<file path="config.mk">
export PLATFORM = sky130hd
export DESIGN_NAME = nibble_serial_adder
export DESIGN_NICKNAME = d
export VERILOG_FILES = /design/src/rtl/nibble_serial_adder.sv
export SDC_FILE = /design/constraint.sdc
export NUM_CORES = 1
export LEC_CHECK = 0
export ABC_AREA = 0
export CAP_MARGIN = 20
export CORE_ASPECT_RATIO = 0.6
export CORE_UTILIZATION = 40
export CTS_BUF_LIST = sky130_fd_sc_hd__clkbuf_4 sky130_fd_sc_hd__clkbuf_8
export DETAILED_ROUTE_END_ITERATION = 10
export PLACE_DENSITY_LB_ADDON = 0.3
export REMOVE_ABC_BUFFERS = 1
export SLEW_MARGIN = 15
export SYNTH_ARGS = -nofsm -noshare
export SYNTH_HDL_FRONTEND = slang
export SYNTH_SLANG_ARGS = --single-unit
export TNS_END_PERCENT = 1
</file>
<file path="constraint.sdc">
create_clock -name clk -period 3.2 [get_ports clk]
set_clock_uncertainty 0.15 [all_clocks]
set_input_delay 0.32 -clock clk [delete_from_list [all_inputs] [get_ports clk]]
set_output_delay 0.32 -clock clk [all_outputs]
set_load 0.01 [all_outputs]
</file>
<file path="src/rtl/nibble_serial_adder.sv">
// nibble_serial_adder
//
// Sequential wide adder: adds two WIDTH-bit unsigned operands one 4-bit
// nibble per clock through a single 4-bit add step, carrying between
// nibbles through a registered carry. Valid/ready handshakes on both sides.
//
// Ports:
//   clk        rising-edge system clock
//   rst_n      asynchronous active-low reset
//   in_valid   operands a, b, cin are valid
//   in_ready   block can accept operands (IDLE only)
//   a, b       WIDTH-bit operands
//   cin        carry into nibble 0
//   out_valid  sum/cout are valid (DONE only)
//   out_ready  consumer accepts the result
//   sum        (a + b + cin) mod 2^WIDTH
//   cout       carry out of the most significant nibble
//   busy       high while an addition is in RUN or waiting in DONE
//
// WIDTH must be a multiple of 4 and at least 4.

module nibble_serial_adder #(
    parameter int WIDTH = 16
) (
    input  logic             clk,
    input  logic             rst_n,
    input  logic             in_valid,
    output logic             in_ready,
    input  logic [WIDTH-1:0] a,
    input  logic [WIDTH-1:0] b,
    input  logic             cin,
    output logic             out_valid,
    input  logic             out_ready,
    output logic [WIDTH-1:0] sum,
    output logic             cout,
    output logic             busy
);

    localparam int NIB   = WIDTH / 4;
    localparam int CNT_W = (NIB > 1) ? $clog2(NIB) : 1;
    localparam logic [CNT_W-1:0] LAST = CNT_W'(NIB - 1);

    typedef enum logic [1:0] {
        IDLE = 2'd0,
        RUN  = 2'd1,
        DONE = 2'd2
    } state_t;

    state_t            state;
    state_t            state_next;

    logic [WIDTH-1:0]  a_sh;
    logic [WIDTH-1:0]  b_sh;
    logic [WIDTH-1:0]  res_sh;
    logic [WIDTH-1:0]  res_next;
    logic              carry_reg;
    logic [CNT_W-1:0]  cnt;
    logic [4:0]        step;

    // One nibble of the ripple datapath: 4-bit sum in [3:0], carry in [4].
    function automatic logic [4:0] nib_add(input logic [3:0] x,
                                           input logic [3:0] y,
                                           input logic       c);
        return {1'b0, x} + {1'b0, y} + {4'b0000, c};
    endfunction

    assign step = nib_add(a_sh[3:0], b_sh[3:0], carry_reg);

    // Each new sum nibble enters at the top; after NIB steps nibble 0 has
    // reached the bottom and the register holds the full result in order.
    assign res_next = (res_sh >> 4) | (WIDTH'(step[3:0]) << (WIDTH - 4));

    // State register
    always_ff @(posedge clk or negedge rst_n) begin
        if (!rst_n) begin
            state <= IDLE;
        end else begin
            state <= state_next;
        end
    end

    // Next-state and handshake outputs
    always_comb begin
        state_next = state;
        in_ready   = 1'b0;
        out_valid  = 1'b0;
        busy       = 1'b0;
        case (state)
            IDLE: begin
                in_ready = 1'b1;
                if (in_valid) begin
                    state_next = RUN;
                end
            end
            RUN: begin
                busy = 1'b1;
                if (cnt == LAST) begin
                    state_next = DONE;
                end
            end
            DONE: begin
                out_valid = 1'b1;
                busy      = 1'b1;
                if (out_ready) begin
                    state_next = IDLE;
                end
            end
            default: begin
                state_next = IDLE;
            end
        endcase
    end

    // Operand shifters, carry, counter and result registers
    always_ff @(posedge clk or negedge rst_n) begin
        if (!rst_n) begin
            a_sh      <= '0;
            b_sh      <= '0;
            res_sh    <= '0;
            carry_reg <= 1'b0;
            cnt       <= '0;
            sum       <= '0;
            cout      <= 1'b0;
        end else if (state == IDLE && in_valid) begin
            a_sh      <= a;
            b_sh      <= b;
            res_sh    <= '0;
            carry_reg <= cin;
            cnt       <= '0;
        end else if (state == RUN) begin
            a_sh      <= a_sh >> 4;
            b_sh      <= b_sh >> 4;
            res_sh    <= res_next;
            carry_reg <= step[4];
            cnt       <= cnt + CNT_W'(1);
            // Outputs change only on the last step, so a partial result
            // is never visible on sum/cout.
            if (cnt == LAST) begin
                sum  <= res_next;
                cout <= step[4];
            end
        end
    end

endmodule

</file>
==> results of run 1 <==
## logic make-up after synthesis
group	Yosys count	share of synthesized area
adders and majority gates	11	0.0509
AOI/OAI and AO/OA	47	0.0851
DFF	66	0.551
and+or+nand+nor	64	0.0876
muxes	51	0.186
xor gates and xnor gates	2	0.00584
buffers and inverters	22	0.0342
## cell usage after synthesis
cell,number,area (um^2)
and4b_1,1,10.0
nand3_1,1,5.00
mux2_2,9,101
and3b_1,1,8.76
nand2_1,42,158
clkbuf_1,9,33.8
fa_1,2,40.0
dfrtp_1,66,1650
or2_1,1,6.26
a211oi_1,2,15.0
buf_4,2,15.0
ha_1,9,113
a21boi_0,1,7.51
buf_2,4,20.0
a21o_1,1,7.51
o31ai_1,2,15.0
nor2_1,15,56.3
clkinv_1,1,3.75
buf_6,1,11.3
mux2i_1,35,350
inv_1,5,18.8
o21ai_0,37,185
a222oi_1,1,10.0
and2_1,1,6.26
xnor2_1,2,17.5
mux2_4,7,105
nand2_2,1,6.26
a21oi_1,3,15.0
nor4_1,1,6.26
## through the flow
step	power, mW	setup TNS [ns]	hold slack, ns	util	instance area, um^2
floorplan	2.49	-1.47	-0.126	-	2920
global placement	2.99	0	0.344	0.500	3630
detailed placement	3.04	0	0.348	0.500	3630
CTS	3.78	0	0.0291	0.529	3840
global route	4.01	0	0.0824	0.529	3840
finish	3.73	0	-0.00125	0.529	3840
## routing by layer
metal	part of all wire	vias to the layer above	routed length, um
met5	0	-	0
met4	0.0070	0	40
met3	0.055	6	312
met2	0.42	56	2370
met1	0.52	980	2970
li1	-	1003	-
## cell type report
class                           instances  area, um^2
Fill cell                             647        3420
Sequential cell                        66        1650
Multi-Input combinational cell        175        1250
Timing Repair Buffer                   59         578
Clock buffer                           11         151
Tap cell                              104         130
Clock inverter                          5        62.6
Inverter                                6        22.5
## power groups by stage
stage          clock network, mW  logic (mW)  registers, mW
3_3_place_gp                   0        1.53           1.46
5_1_grt                    0.786        1.72           1.50
3_5_place_dp                   0        1.57           1.47
4_1_cts                    0.745        1.58           1.46
6_report                   0.725        1.55           1.46
2_1_floorplan                  0        1.04           1.45
## worst max-delay path: cells and delay by family, from the launching register on
family | cells | cell delay, ns
and+or+nand+nor | 2 | 0.65
muxes | 1 | 0.42
DFF | 1 | 0.41
adders and majority gates | 1 | 0.39
buffers and inverters | 1 | 0.14
## how the worst max path moves through the flow
stage | slack (ns) | end | from | cells past startpoint
6_report | 0.92 | sum[10] | state[1] | 5
5_1_grt | 0.78 | sum[10] | state[1] | 5
4_1_cts | 0.90 | sum[10] | state[1] | 5
3_5_place_dp | 0.88 | sum[4] | in_valid | 4
3_3_place_gp | 0.89 | sum[4] | in_valid | 4
2_1_floorplan | -0.13 | sum[0] | state[0] | 5
==> reports/metrics.cfg, run 1 <==
[outcome]
status = complete, but fails checks
violations = hold timing

[clock_network]
cts_max_level = 3
clockBufferDepth = 2
cts_tree = built
clock_sinks = 66
numCtsBuffers = 9
cts_hold_buf = 0
cts_root_buf = clkbuf_8
clkTransAtPathRegs_ns = 0.08
cts_resized = 0
post_cts_buffers = 0
clock_latency_ns = 0.34

[finish]
antenna_cells = 0
area_growth_pct = 28.2
layout.nets = 365
reg_top3 = a_sh: 16 flops, b_sh: 16 flops, sum: 16 flops
final_common_cell = dfrtp_1
drive_gt1_frac = 0.121
finalNonFillerCells = 426
most-common-layout-cells = 66 x dfrtp_1, 55 x clkdlybuf4s50_1, 42 x nand2_1

[detailed_routing]
routed_via_density = 4.80
via_count = 2045
firstDrtPassIters = 4
drtIter0Drc = 131
ant_nets = 0
drt_wl_total_um = 5700
wl_per_cell_um = 13.4
drcViolationCount = 0

[placement]
dp_hpwl_um = 3780
io_buffers = 56
gp_congestion = 0.718
dp_cells = 410
place_ws_ns = 0.878

[power]
switching_share = 0.351
p_int_mw = 2.42
pwr-share-seq = 0.390
power_switching_mw = 1.31
power.leakage_nw = 1.72
p_comb_frac = 0.416
pwr_density_cell_nw_per_um2 = 971
clockPowerShare = 0.194
ir_drop_mv = 0.406

[timing]
slew_headroom = 0.447
rsz0062_at_grt = false
worst_pin_slew_ns = 0.829
fin_crit_ns = 2.28
hold_viol = 1
period_share = 0.713
slew_violations = 0
worst_slack_ns = 0.918
fmax_mhz = 438
setup_viol = 0
hold_ws_ns = -0.00125

[die]
dieWidth_um = 114
initial_utilization = 0.413
top_level_ports = 57
core_um2 = 7270
rows = 24
die-area_um2 = 7860
die_h_um = 69.1

[synth]
syn-instance-count = 263
synth-warning-count = 0
syn_area_um2 = 3000
yosys_register_bits = 66
synth_cell_types = 29
synth.avg_cell_area_um2 = 11.4
synth-seq-area-share = 0.551

[worst_setup_path]
regToRegEndpoint = sum[10]
critPathKind = register to register
crit_chain = inv_1, ha_2, nand2_2, or2_1, mux2_4
r2r_start = state[1]
crit_slowest_cell = or2_1
regToRegSetupSlack_ns = 0.92
start_kind = register
cp.required_ns = 3.27
max_stage_delay_ns = 0.53
path_max_fanout = 17
worst_ep_arrival_time_ns = 2.35
reg2reg_depth = 5
worstSetupEndpointType = register

[job]
maxCapViolations = 0

[global_route]
grt_usage = 0.155
use_met2 = 0.228
antenna_found_initial = 0
grt_pass1_wl_um = 9460
grt_util_met1 = 0.215
grt_max_degree = 84
busiest_layer = met2
grt-ovfl-total = 0
grt_pass1_vias = 2069
met3_usage = 0.0572

[worst_hold_path]
hold_path.class = primary input to asynchronous set/reset pin

(Power assumes the default switching activity.)
==> run 2: changes to the inputs <==
Clock period 3.2 ns to 2.19 ns, I/O delays scaled along.
==> run 2 against run 1 <==
Compared with the run above: the flow now finishes without violations; global-route usage rose by 0.52 points; first-iteration DRC count is 2.3% lower; clock-buffer cell count grew 1; final cell count up 0.70%; sequential cell count unchanged; register-to-register slack worse by 0.80 ns; total power rose by 48%; critical path type unchanged; critical endpoint is now carry_reg.
==> reports/metrics.cfg, run 2 (synthesis gave the netlist of run 1 again) <==
[timing]
fmax_mhz = 482  ; was 438 MHz
finalSetupTns_ns = 0  ; unchanged
worst_pin_slew_ns = 0.620  ; was 0.829 ns
slew_violations = 0  ; unchanged
hold_viol = 0  ; was 1
setup_viol = 0  ; unchanged
fin_crit_ns = 2.07  ; was 2.28 ns
period_share = 0.947  ; was 0.713
rsz0062_at_grt = false  ; unchanged
hold_ws_ns = 0.278  ; was -0.00125 ns
slew_headroom = 0.587  ; was 0.447

[clock_network]
numCtsBuffers = 9  ; unchanged
post_cts_buffers = 0  ; unchanged
clkTransAtPathRegs_ns = 0.07  ; was 0.08 ns
clockBufferDepth = 2  ; unchanged
clock_sinks = 66  ; unchanged
cts_resized = 0  ; unchanged
cts_hold_buf = 1  ; was 0
clock_latency_ns = 0.34  ; about the same
cts_tree = built  ; unchanged
cts_max_level = 3  ; unchanged
cts_root_buf = clkbuf_8  ; unchanged

[job]
maxCapViolations = 0  ; unchanged

[outcome]
status = completed  ; was complete, but fails checks

[detailed_routing]
ant_nets = 0  ; unchanged
drcViolationCount = 0  ; unchanged
routed_via_density = 4.81  ; was 4.80
drt_wl_total_um = 5780  ; was 5700 um
wl_per_cell_um = 13.5  ; was 13.4 um
via_count = 2062  ; was 2,045
firstDrtPassIters = 4  ; unchanged
drtIter0Drc = 128  ; was 131

[worst_setup_path]
crit_buf_inv = 0  ; was 1
critPathKind = register to register  ; unchanged
path_max_fanout = 2  ; was 17
start_kind = register  ; unchanged
cp_num_cells = 5  ; unchanged
cp.required_ns = 2.25  ; was 3.27 ns
worstSetupStartpoint = a_sh[0]  ; was state[1]
worst_ep_arrival_time_ns = 2.14  ; was 2.35 ns
crit_chain = fa_1, fa_1, a21o_1, a211oi_1, o31ai_1  ; was inv_1, ha_2, nand2_2, or2_1, mux2_4
crit_slowest_cell = fa_1  ; was or2_1
max_stage_delay_ns = 0.47  ; was 0.53 ns
reg2reg_depth = 5  ; unchanged
worst_path_most_repeated_cell = fa_1
crit_family = adder cells  ; was simple AND/OR/NAND/NOR gates
r2r_start = a_sh[0]  ; was state[1]
worstSetupEndpointType = register  ; unchanged

[power]
power.leakage_nw = 1.75  ; was 1.72 nW
ir_drop_mv = 0.722  ; was 0.406 mV
pwr_density_cell_nw_per_um2 = 1410  ; was 971 nW/um^2

[die]
die_h_um = 69.1  ; unchanged
top_level_ports = 57  ; unchanged
initial_utilization = 0.413  ; unchanged
die-area_um2 = 7860  ; unchanged
core_um2 = 7270  ; unchanged
dieWidth_um = 114  ; unchanged
rows = 24  ; unchanged

[global_route]
grt_pass1_vias = 1979  ; was 2,069
grt_max_degree = 84  ; unchanged
grt_pass1_wl_um = 9490  ; was 9460 um
grt-ovfl-total = 0  ; unchanged
antenna_found_initial = 0  ; unchanged
grt_usage = 0.160  ; was 0.155

[placement]
place_area_um2 = 3700  ; was 3630 um^2
io_buffers = 56  ; unchanged
dp_hpwl_um = 3930  ; was 3780 um
gp_congestion = 0.730  ; was 0.718

[finish]
layout.nets = 370  ; was 365
post-route-util = 0.537  ; was 0.529
final_cell_area_um2 = 3910  ; was 3840 um^2
reg_top3 = a_sh: 16 flops, b_sh: 16 flops, sum: 16 flops  ; unchanged
area_growth_pct = 30.2  ; was 28.2%
nFillCells = 670  ; was 647
final_common_cell = dfrtp_1  ; unchanged
antenna_cells = 0  ; unchanged
most-common-layout-cells = 66 x dfrtp_1, 55 x clkdlybuf4s50_1, 42 x nand2_1  ; unchanged
drive_gt1_frac = 0.126  ; was 0.121

[worst_hold_path]
hold_path.class = primary input to asynchronous set/reset pin  ; unchanged

==> run 2: cell count changes in the layout (fill, tap and decap cells not counted), sizes merged <==
cell	change
clkbuf	+1
dlygate4sd3	+1
clkinvlp	-1
clkinv	-2
buf	+4
==> run 2: worst paths after layout <==
kind	end	slack [ns]
worst min register to register	sum[0]	0.36
min in group clk	b_sh[12]	0.28
worst min-delay path	res_sh[4]	0.28
max in group asynchronous	res_sh[5]	1.01
worst max register to register	carry_reg	0.12
worst max-delay path	carry_reg	0.12
==> run 2: cell type report <==
cell class | count | area [um^2] | area share
Sequential cell | 66 | 1650 | 0.423
Multi-Input combinational cell | 175 | 1250 | 0.320
Timing Repair Buffer | 64 | 656 | 0.168
Clock buffer | 12 | 159 | 0.0407
Tap cell | 104 | 130 | 0.0333
Clock inverter | 2 | 37.5 | 0.00961
Inverter | 6 | 22.5 | 0.00577
==> run 2: per-layer routing <==
metal | share of wire | vias up | wire length [um] | track usage
met5 | 0 | - | 0 | 0
met1 | 0.52 | 997 | 3030 | 0.229
met3 | 0.059 | 5 | 339 | 0.0677
met4 | 0.0066 | 0 | 38 | 0.0519
met2 | 0.41 | 46 | 2370 | 0.217
li1 | - | 1014 | - | -
==> run 2: through the flow <==
stage | power [mW] | instances | worst slack, ns
finish | 5.51 | 429 | 0.117
global route | 5.93 | 429 | 0.0414
CTS | 5.58 | 429 | 0.0955
detailed placement | 4.53 | 414 | 0.111
global placement | 4.45 | 414 | 0.151
floorplan | 3.64 | 247 | -1.14
==> run 2: report_power, final <==
part,switching (mW),leakage (nW),total (mW),internal [mW]
Clock,0.429,0.0980,1.02,0.588
Combinational,1.13,0.806,2.37,1.24
Sequential,0.340,0.845,2.12,1.78
